==> src/rtl/mux_rr_scheduler_if.sv <==
// Handshake bundle between the requester side and the 8:1 mux round-robin scheduler.
// Master drives the requests; slave returns the mux select, enable and grant.
interface mux_rr_scheduler_if;
  logic [7:0] REQ;
  logic [2:0] S;
  logic       ENb;
  logic [7:0] GNT;
  logic       VALID;

  modport master (output REQ, input  S, ENb, GNT, VALID);
  modport slave  (input  REQ, output S, ENb, GNT, VALID);
endinterface

==> src/rtl/mux_rr_scheduler.sv <==
// Round-robin scheduler for an 8:1 mux.
// A select change is always followed by SETTLE cycles with the mux disabled before the grant goes live.
module mux_rr_scheduler #(
  parameter int DWELL  = 4,
  parameter int SETTLE = 1
) (
  input  logic               CLK,
  input  logic               RSTb,
  mux_rr_scheduler_if.slave  bus
);

  typedef enum logic [1:0] {IDLE, SWITCH, GRANT} state_t;

  localparam logic [2:0] SETTLE_LAST = 3'(SETTLE - 1);
  localparam logic [3:0] DWELL_MAX   = 4'(DWELL);

  state_t     r_state, w_state_nx;
  logic [2:0] r_s, w_s_nx;
  logic [2:0] r_ptr, w_ptr_nx;
  logic [2:0] r_settle, w_settle_nx;
  logic [3:0] r_dwell, w_dwell_nx;
  logic       r_enb, w_enb_nx;
  logic       r_valid, w_valid_nx;
  logic [7:0] r_gnt, w_gnt_nx;

  logic [2:0] w_base, w_win;
  logic       w_any, w_exit;

  // First set bit at or after base, wrapping 7 -> 0. Descending scan so the
  // smallest circular offset is the last (winning) assignment.
  function automatic logic [2:0] rr_pick(input logic [7:0] req, input logic [2:0] base);
    logic [2:0] idx;
    rr_pick = base;
    for (int k = 7; k >= 0; k--) begin
      idx = base + 3'(k);
      if (req[idx]) rr_pick = idx;
    end
  endfunction

  // On grant exit the pointer moves to S+1 and arbitration uses that same edge.
  assign w_base = (r_state == GRANT) ? (r_s + 3'd1) : r_ptr;
  assign w_win  = rr_pick(bus.REQ, w_base);
  assign w_any  = |bus.REQ;
  assign w_exit = !bus.REQ[r_s] || (r_dwell == DWELL_MAX);

  always_comb begin
    w_state_nx  = r_state;
    w_s_nx      = r_s;
    w_ptr_nx    = r_ptr;
    w_settle_nx = r_settle;
    w_dwell_nx  = r_dwell;
    w_enb_nx    = r_enb;
    w_valid_nx  = r_valid;
    w_gnt_nx    = r_gnt;
    case (r_state)
      IDLE: begin
        w_enb_nx   = 1'b1;
        w_gnt_nx   = '0;
        w_valid_nx = 1'b0;
        if (w_any) begin
          w_s_nx      = w_win;
          w_settle_nx = '0;
          w_state_nx  = SWITCH;
        end
      end
      SWITCH: begin
        w_enb_nx   = 1'b1;
        w_gnt_nx   = '0;
        w_valid_nx = 1'b0;
        if (r_settle == SETTLE_LAST) begin
          w_state_nx = GRANT;
          w_enb_nx   = 1'b0;
          w_gnt_nx   = 8'b1 << r_s;
          w_valid_nx = 1'b1;
          w_dwell_nx = 4'd1;
        end else begin
          w_settle_nx = r_settle + 3'd1;
        end
      end
      GRANT: begin
        if (w_exit) begin
          w_ptr_nx = r_s + 3'd1;
          if (!w_any) begin
            w_state_nx = IDLE;
            w_enb_nx   = 1'b1;
            w_gnt_nx   = '0;
            w_valid_nx = 1'b0;
            w_dwell_nx = '0;
          end else if (w_win != r_s) begin
            w_state_nx  = SWITCH;
            w_s_nx      = w_win;
            w_settle_nx = '0;
            w_enb_nx    = 1'b1;
            w_gnt_nx    = '0;
            w_valid_nx  = 1'b0;
            w_dwell_nx  = '0;
          end else begin
            // Sole requester: keep the mux enabled, just restart the dwell window.
            w_dwell_nx = 4'd1;
          end
        end else begin
          w_dwell_nx = r_dwell + 4'd1;
        end
      end
      default: begin
        w_state_nx = IDLE;
        w_enb_nx   = 1'b1;
        w_gnt_nx   = '0;
        w_valid_nx = 1'b0;
      end
    endcase
  end

  always_ff @(posedge CLK or negedge RSTb) begin
    if (!RSTb) begin
      r_state  <= IDLE;
      r_s      <= '0;
      r_ptr    <= '0;
      r_settle <= '0;
      r_dwell  <= '0;
      r_enb    <= 1'b1;
      r_valid  <= 1'b0;
      r_gnt    <= '0;
    end else begin
      r_state  <= w_state_nx;
      r_s      <= w_s_nx;
      r_ptr    <= w_ptr_nx;
      r_settle <= w_settle_nx;
      r_dwell  <= w_dwell_nx;
      r_enb    <= w_enb_nx;
      r_valid  <= w_valid_nx;
      r_gnt    <= w_gnt_nx;
    end
  end

  assign bus.S     = r_s;
  assign bus.ENb   = r_enb;
  assign bus.GNT   = r_gnt;
  assign bus.VALID = r_valid;

endmodule

==> src/flat_wrapper.sv <==
// flat-port wrapper written by rule: the top's interface ports become plain ports
module mux_rr_scheduler_flat 
#(
  parameter int DWELL  = 4,
  parameter int SETTLE = 1
)
  (CLK, RSTb, bus_REQ, bus_S, bus_ENb, bus_GNT, bus_VALID);
  mux_rr_scheduler_if bus_i ();
  input  logic CLK;
  input  logic RSTb;
  input wire logic [$bits(bus_i.REQ)-1:0] bus_REQ;
  output wire logic [$bits(bus_i.S)-1:0] bus_S;
  output wire logic [$bits(bus_i.ENb)-1:0] bus_ENb;
  output wire logic [$bits(bus_i.GNT)-1:0] bus_GNT;
  output wire logic [$bits(bus_i.VALID)-1:0] bus_VALID;
  assign bus_i.REQ = bus_REQ;
  assign bus_S = bus_i.S;
  assign bus_ENb = bus_i.ENb;
  assign bus_GNT = bus_i.GNT;
  assign bus_VALID = bus_i.VALID;
  mux_rr_scheduler #(.DWELL(DWELL), .SETTLE(SETTLE)) u_core (.CLK(CLK), .RSTb(RSTb), .bus(bus_i));
endmodule
==> config.mk <==
export PLATFORM = sky130hd
export DESIGN_NAME = mux_rr_scheduler_flat
export DESIGN_NICKNAME = d
export VERILOG_FILES = /design/src/rtl/mux_rr_scheduler_if.sv /design/src/rtl/mux_rr_scheduler.sv /design/src/flat_wrapper.sv
export SDC_FILE = /design/constraint.sdc
export NUM_CORES = 1
export LEC_CHECK = 0
export BUFFER_PORTS_ARGS = -buffer_cell sky130_fd_sc_hd__buf_2
export CORE_MARGIN = 2
export CORE_UTILIZATION = 56
export CTS_BUF_LIST = sky130_fd_sc_hd__clkbuf_8
export CTS_CLUSTER_DIAMETER = 100
export DETAILED_ROUTE_END_ITERATION = 6
export PLACE_DENSITY = 0.79
export SLEW_MARGIN = 20
export SYNTH_ARGS = -nofsm -noshare
export SYNTH_HDL_FRONTEND = slang
export SYNTH_SLANG_ARGS = --single-unit
==> constraint.sdc <==
create_clock -name CLK -period 3.6 [get_ports CLK]
set_input_delay 0.18 -clock CLK [delete_from_list [all_inputs] [get_ports CLK]]
set_output_delay 0.18 -clock CLK [all_outputs]
set_load 0.01 [all_outputs]
==> results.json, run 1 <==
{
  "status": "finished clean",
  "synth_area_leaders": "dfrtp_1 24%, ha_1 5.6%, a211oi_1 5.2%",
  "grt_max_degree": 26,
  "period_share": 0.9905,
  "io_pins": 23,
  "synth_edf_count": 0,
  "nFillCells": 314,
  "yosysSeqAreaShare": 0.2547,
  "ys_types": 68,
  "drt_wl_total_mm": 7.054,
  "min_period_ns": 3.566,
  "worst-slew-pin-transition_ns": 0.8443,
  "yosys.area.top_type_share": 0.2440,
  "grt_pass1_wl_mm": 11.11,
  "finalHoldViolCount": 0,
  "endpoint_kind": "flip-flop",
  "drc": 0,
  "ant_nets": 0,
  "ys_ff_latch": 25,
  "ff_latch_area_um2": 628.1,
  "clock_latency_ns": 0.27,
  "cp_max_fo": 5,
  "layout-drive-gt1-share": 0.3658,
  "dieArea_um2": 4941,
  "syn_avg_cell_area_um2": 8.727,
  "synth_top_area_cell": "dfrtp_1",
  "cts_tree": "done",
  "cts.clk_slew.worst_paths_ns": 0.09,
  "clockBufferDepth": 2,
  "io_buffers": 22,
  "diodes": 0,
  "clock_sinks": 25,
  "post-place-cells": 383,
  "start_kind": "flip-flop",
  "vias_per_cell": 6.486,
  "hold_path.class": "input port to async pin",
  "synth_cells": 282,
  "fin_skew_ns": 0.004044,
  "overflow": 0,
  "dieWidth_um": 70.30,
  "die_y_um": 70.30,
  "wl_per_cell_um": 18.04,
  "maxCapViolCount": 0,
  "via_count": 2536,
  "rows": 24,
  "fin_cells": 391,
  "grt_pass1_vias": 2351,
  "cp.required_ns": 3.79,
  "dpl_cell_area_um2": 2943,
  "ys.flop_type": "dfrtp_1",
  "fin_area_um2": 3132,
  "coreArea_um2": 4294,
  "setup.worst_path.class": "flip-flop to flip-flop",
  "cp.arrival_ns": 3.76,
  "synth_nets": 303,
  "syn2layout_area_growth_pct": 27.25,
  "async_flop_share": 1.000,
  "multi_input_area_um2": 1827,
  "grt_usage": 0.2777,
  "fin_nets": 361,
  "drtPass1Iterations": 5,
  "setup_viol_count_final": 0,
  "synth.most_common_cell": "dfrtp_1",
  "yosysWarnings": 0,
  "antenna_found_initial": 0,
  "gp_congestion": 0.9831,
  "max_freq_mhz": 280.5,
  "dp_hpwl_mm": 5.176,
  "start_util": 0.5731,
  "finalMaxSlewViolations": 0,
  "syn-cell-area_um2": 2461,
  "drt_iter0_markers": 194,
  "slew_headroom": 0.4337,
  "htreeDepth": 1,
  "clockRootBuffer": "clkbuf_8",
  "cts_buffers": 3,
  "synthTopCellsByCount": "24 x dfrtp_1, 23 x inv_1, 19 x a21oi_1, 19 x nand2_1, 19 x nor2_1"
}
-- per-layer routing --
layer | track usage | vias to the layer above | share of wire
met1 | 0.3956 | 1228 | 0.43
met2 | 0.4444 | 116 | 0.49
met5 | 0 | - | 0
met4 | 0.07692 | 0 | 0.017
met3 | 0.03319 | 13 | 0.062
li1 | - | 1179 | -
-- final timing paths --
kind,from,depth (start not counted),endpoint,slack (ns)
max,u_core.bus.S[0],15,u_core.bus.S[1],0.03
min,RSTb,2,u_core.r_settle[1],0.44
max reg2reg,u_core.bus.S[0],15,u_core.bus.S[1],0.03
min reg2reg,u_core.r_dwell[3],2,u_core.r_dwell[3],0.49
max in group asynchronous,RSTb,2,u_core.bus.S[0],2.76
min in group CLK,u_core.r_dwell[3],2,u_core.r_dwell[3],0.49
-- sequential cells by signal, indices dropped and copies added (netlist names) --
register / flops
u_core.bus.VALID: 1
u_core.bus.ENb: 1
u_core.bus.GNT: 8
u_core.r_ptr: 3
u_core.bus.S: 3
u_core.r_dwell: 4
u_core.r_state: 2
u_core.r_settle: 3
-- timing repair --
item	4_1_cts	5_1_grt
hold buffers	1	0
resized for setup	1	23
endpoints found under the hold margin	24	0
buffers inserted	0	3
pin swaps	0	7
setup endpoints to repair	17	18
-- worst max-delay path: stages, from the launching register on --
cell	delay, ns
dfrtp_2	0.45
ha_1	0.23
ha_1	0.35
nor3b_4	0.36
a21oi_2	0.11
xnor2_2	0.18
buf_4	0.16
buf_4	0.12
o21bai_1	0.14
o221a_2	0.12
o2111a_1	0.28
o31ai_4	0.31
xnor2_2	0.10
buf_4	0.15
a31oi_4	0.19
mux2i_1	0.23
-- metrics by stage --
step | worst slack (ns) | setup TNS, ns | hold slack (ns) | utilization
final | 0.03436 | 0 | 0.4380 | 0.7293
after floorplan | 0.01339 | 0 | -0.1156 | -
after CTS | 0.01164 | 0 | 0.4392 | 0.7002
after global routing | -0.07650 | -0.1774 | 0.4621 | 0.7293
after detailed placement | -0.06464 | -0.2569 | 0.2032 | 0.6853
after global placement | 0.06595 | 0 | 0.1973 | 0.6853
-- area by class of cell --
| type | instances | area share |
|---|---|---|
| multi-input cells | 218 | 0.5833 |
| inverters | 24 | 0.02956 |
| clock buffers | 3 | 0.01318 |
| repair buffers | 68 | 0.1502 |
| well taps | 52 | 0.02078 |
| clock inverters | 1 | 0.002397 |
| flip-flops and latches | 25 | 0.2006 |
-- logic make-up (layout without fill, tap and decap cells) --
family / after synthesis / count (layout) / synth area share
flip-flops: 25 / 25 / 0.2547
multiplexers: 22 / 22 / 0.1139
AO/OA/AOI/OAI: 102 / 102 / 0.3106
AND/OR/NAND/NOR: 76 / 76 / 0.1602
buffers and inverters: 39 / 96 / 0.07117
XOR/XNOR: 7 / 7 / 0.03355
adder cells (fa/ha/maj): 11 / 11 / 0.05592
-- cells in the final DEF, fill, tap and decap left out, types with 3 or more instances in the layout --
master and n:
nor2_1 19, o21ai_0 11, inv_1 21, xnor2_1 3
a21oi_1 18, mux4_2 3, clkbuf_8 3, mux2_2 7
ha_1 9, dfrtp_1 23, o21ai_1 6, a31oi_1 3
nor2b_1 4, a211oi_2 5, nand2_1 19, mux2i_2 3
buf_2 22, a22oi_1 5, mux2i_1 7, nor3_1 4
buf_4 44, nand3_1 12, a211oi_1 11, a32oi_1 4
Power of run 1 is left out: the tool's default activity adds up to more than one toggle a clock period on the data nets, which glitch-free logic cannot reach.
==> inputs of run 2 (changes only) <==
- SETUP_SLACK_MARGIN: unset -> 0.5
==> run 2 against run 1 <==
Via count up 17%. First-iteration DRC count is 61% higher. Critical path type unchanged. Final area grew 16%. Largest cell class unchanged. Fmax is 0.27% lower. Clock skew is 0.0058 ns higher. Critical endpoint unchanged.
==> results.json, run 2 (synthesized netlist as in run 1, its figures left out) <==
{
  "fin_hold_ws_ns": 0.4129,
  "cp.arrival_ns": 3.77,
  "setup_slack_ns": 0.02469,
  "crit_end": "u_core.bus.S[1]",
  "diodes": 0,
  "grt_pass1_wl_mm": 14.22,
  "io_pins": 23,
  "drtPass1Iterations": 5,
  "cts_buffers": 3,
  "via_count": 2968,
  "cts_tree": "done",
  "dp_hpwl_mm": 5.302,
  "hold_path.class": "input port to async pin",
  "max_stage_delay_ns": 0.43,
  "io_buffers": 22,
  "multi_input_area_um2": 2096,
  "fin_skew_ns": 0.009857,
  "wl_per_cell_um": 23.43,
  "cts.clk_slew.worst_paths_ns": 0.10,
  "grt_pass1_vias": 2748,
  "start_util": 0.5731,
  "antenna_found_initial": 0,
  "status": "finished clean",
  "reg2reg_from": "u_core.bus.S[0]",
  "gp_congestion": 1.007,
  "worst-r2r-setup-slack_ns": 0.02,
  "dieWidth_um": 70.30,
  "finalHoldViolCount": 0,
  "r2r-end": "u_core.bus.S[1]",
  "clock_sinks": 25,
  "rsz0062_at_grt": "true",
  "fin_nets": 387,
  "vias_per_cell": 7.118,
  "layout-drive-gt1-share": 0.4877,
  "rows": 24,
  "grt_usage": 0.3634,
  "syn2layout_area_growth_pct": 47.94,
  "final_common_cell": "buf_4",
  "nFillCells": 220,
  "grt_max_degree": 26,
  "cp.required_ns": 3.79,
  "setup_viol_count_final": 0,
  "min_period_ns": 3.575,
  "dieArea_um2": 4941,
  "ant_nets": 0,
  "setup.worst_path.class": "flip-flop to flip-flop",
  "coreArea_um2": 4294,
  "layout_common_cells": "58 x buf_4, 23 x dfrtp_1, 22 x buf_2",
  "max_freq_mhz": 279.7,
  "period_share": 0.9931,
  "largest_reg_flops": 8,
  "clockRootBuffer": "clkbuf_8",
  "slew_headroom": 0.4767,
  "overflow": 0,
  "finalMaxSlewViolations": 0,
  "clock_latency_ns": 0.28,
  "cp_max_fo": 8,
  "clockBufferDepth": 2,
  "endpoint_kind": "flip-flop",
  "path_cells": "buf_12 -> buf_4 -> xor2_1 -> mux2_2 -> a211oi_2 -> nor3_1 -> o32a_1 -> o2111a_1 -> o31ai_4 -> xnor2_4 -> buf_6 -> a31oi_4 -> mux2i_1",
  "drt_wl_total_mm": 9.771,
  "crit_start": "u_core.bus.S[0]",
  "maxCapViolCount": 0,
  "htreeDepth": 1,
  "start_kind": "flip-flop",
  "worst-slew-pin-transition_ns": 0.7802,
  "ff_latch_area_um2": 628.1,
  "drc": 0,
  "die_y_um": 70.30,
  "drt_iter0_markers": 313,
  "cpMaxStageDelayCell": "dfrtp_1",
  "pre_cts_slack_ns": -0.08085,
  "reg2reg_depth": 13
}
## run 2: critical path, delay by kind of cell (launching register included)
family	cells	cell delay, ns
buf+inv	3	0.46
simple gates	1	0.13
xor+xnor	2	0.35
compound gates	5	1.56
mux	2	0.57
flops	1	0.43
## run 2: layout make-up
type / instances / area share
inverters: 24 / 0.02612
multi-input cells: 219 / 0.5756
clock inverters: 1 / 0.002062
well taps: 52 / 0.01787
clock buffers: 3 / 0.01134
flip-flops and latches: 25 / 0.1725
repair buffers: 93 / 0.1945
## run 2: per-layer routing
layer  wire length, um  GRT usage
met1              3695     0.4698
met2              4583     0.6038
met3               956    0.06349
met4               535     0.1389
met5                 0          0
## run 2: worst min path at each step
stage          cells past startpoint  slack (ns)           endpoint  from
6_report                           2        0.41  u_core.r_dwell[2]  RSTb
5_1_grt                            2        0.47  u_core.r_dwell[3]  RSTb
4_1_cts                            2        0.43  u_core.r_dwell[2]  RSTb
3_5_place_dp                       1        0.20  u_core.r_dwell[2]  RSTb
3_3_place_gp                       1        0.19  u_core.r_dwell[2]  RSTb
2_1_floorplan                      0       -0.12  u_core.bus.GNT[0]  RSTb
## run 2: timing repair
action	4_1_cts	5_1_grt
resized for setup	62	19
setup endpoints to repair	18	19
buffers inserted	30	11
endpoints found under the hold margin	24	0
pin swaps	28	18
hold buffers	1	0
gates cloned	1	0
## run 2: stage by stage
stage	setup TNS, ns	cells	instance area, um^2	utilization
floorplan	0	282	2572	-
global placement	0	370	2869	0.6681
detailed placement	-0.6565	370	2869	0.6681
CTS	0	406	3470	0.8080
global route	-0.7065	417	3641	0.8479
finish	0	417	3641	0.8479
Power of run 2 is left out for the same reason.
==> inputs of run 3 (changes only) <==
- CORE_MARGIN: 2 -> 5
- clock period: 3.6 -> 3.25 ns (I/O delays scaled with it)
==> run 3 against run 2 <==
The run now ends with negative setup slack left. Final area down 4.3%. Sequential cell count unchanged. Via count down 6.8%. Critical path depth unchanged. Largest cell class unchanged.
==> results.json, run 3 (synthesized netlist as in run 1, its figures left out) <==
{
  "cp.required_ns": 3.43,
  "finalMaxSlewViolations": 0,
  "drt_wl_total_mm": 8.692,
  "layout_common_cells": "55 x buf_4, 23 x dfrtp_1, 22 x buf_2",
  "cts.clk_slew.worst_paths_ns": 0.09,
  "htreeDepth": 1,
  "rsz0062_at_grt": "true",
  "setup_slack_ns": -0.2205,
  "grt_pass1_vias": 2793,
  "min_period_ns": 3.471,
  "overflow": 0,
  "drtPass1Iterations": 5,
  "clockBufferDepth": 2,
  "grt_pass1_wl_mm": 14.23,
  "finalHoldViolCount": 0,
  "die_y_um": 76.30,
  "cts_tree": "done",
  "slew_headroom": 0.6237,
  "hold_path.class": "input port to async pin",
  "fin_area_um2": 3485,
  "syn2layout_area_growth_pct": 41.59,
  "cp_max_fo": 8,
  "io_pins": 23,
  "endpoint_kind": "flip-flop",
  "multi_input_area_um2": 2048,
  "coreArea_um2": 4294,
  "start_util": 0.5731,
  "setup.worst_path.class": "flip-flop to flip-flop",
  "wl_per_cell_um": 21.30,
  "dpl_cell_area_um2": 3029,
  "vias_per_cell": 6.779,
  "violations": "negative setup slack",
  "fin_skew_ns": 0.005936,
  "cts_buffers": 3,
  "setup_viol_count_final": 18,
  "antenna_found_initial": 0,
  "worst-slew-pin-transition_ns": 0.5644,
  "dieArea_um2": 5821,
  "maxCapViolCount": 0,
  "dp_hpwl_mm": 5.518,
  "clock_latency_ns": 0.27,
  "status": "finished with violations",
  "pre_cts_slack_ns": -0.3168,
  "diodes": 0,
  "fin_hold_ws_ns": 0.4020,
  "layout-drive-gt1-share": 0.4691,
  "start_kind": "flip-flop",
  "grt_usage": 0.2940,
  "period_share": 1.068,
  "dieWidth_um": 76.30,
  "finish.utilization": 0.8115,
  "cp.arrival_ns": 3.65,
  "nFillCells": 252,
  "clock_sinks": 25,
  "io_buffers": 22,
  "fin_nets": 378,
  "rows": 24,
  "ant_nets": 0,
  "final_common_cell": "buf_4",
  "ff_latch_area_um2": 628.1,
  "drc": 0,
  "via_count": 2766,
  "clockRootBuffer": "clkbuf_8",
  "max_freq_mhz": 288.1,
  "largest_reg_flops": 8,
  "drt_iter0_markers": 354,
  "gp_congestion": 0.9652,
  "grt_max_degree": 26
}
[run 3: final cells by class]
cell class              count  area share
multi-input cells         219      0.5878
flip-flops and latches     25      0.1803
repair buffers             84      0.1734
inverters                  24     0.02657
well taps                  52     0.01867
clock buffers               3     0.01185
clock inverters             1    0.001436
[run 3: through the flow]
stage                     TNS (ns)  cells
after floorplan             -3.594    282
after global placement      -3.168    393
after detailed placement    -4.835    393
after CTS                  -0.2378    407
after global routing        -4.236    408
final                       -2.900    408
[run 3: final timing paths]
path / start / end / slack (ns) / depth (start not counted)
setup reg to reg: u_core.bus.S[1] / u_core.r_state[0] / -0.22 / 13
setup / recovery: u_core.bus.S[1] / u_core.r_state[0] / -0.22 / 13
hold / removal: RSTb / u_core.r_dwell[1] / 0.40 / 2
hold reg to reg: u_core.r_dwell[3] / u_core.r_dwell[3] / 0.50 / 2
min in group CLK: u_core.r_dwell[3] / u_core.r_dwell[3] / 0.50 / 2
max in group asynchronous: RSTb / u_core.bus.S[1] / 2.44 / 2
[run 3: timing repair]
| action | CTS | global route |
|---|---|---|
| setup endpoints to repair | 19 | 19 |
| gates resized for setup | 59 | 11 |
| setup buffers | 8 | 1 |
| endpoints found under the hold margin | 24 | 0 |
| hold buffers | 1 | 0 |
| gates cloned | 1 | 0 |
| pin swaps | 23 | 10 |
[run 3: layer usage]
layer / GRT usage / up-vias / share of wire
met4: 0.1084 / 0 / 0.034
met1: 0.3770 / 1325 / 0.41
met2: 0.4889 / 188 / 0.48
met5: 0 / - / 0
met3: 0.05674 / 43 / 0.078
li1: - / 1210 / -
[run 3: worst max-delay path, stage by stage, from the launching register on]
cell      delay (ns)
dfrtp_2         0.44
inv_2           0.09
ha_4            0.21
buf_4           0.15
xor2_1          0.16
mux2_2          0.30
a211oi_2        0.26
nor3_1          0.11
or3_1           0.40
a21boi_1        0.19
o31ai_4         0.43
xnor2_4         0.23
nand3_4         0.21
and3_4          0.20
Power of run 3 is left out for the same reason.
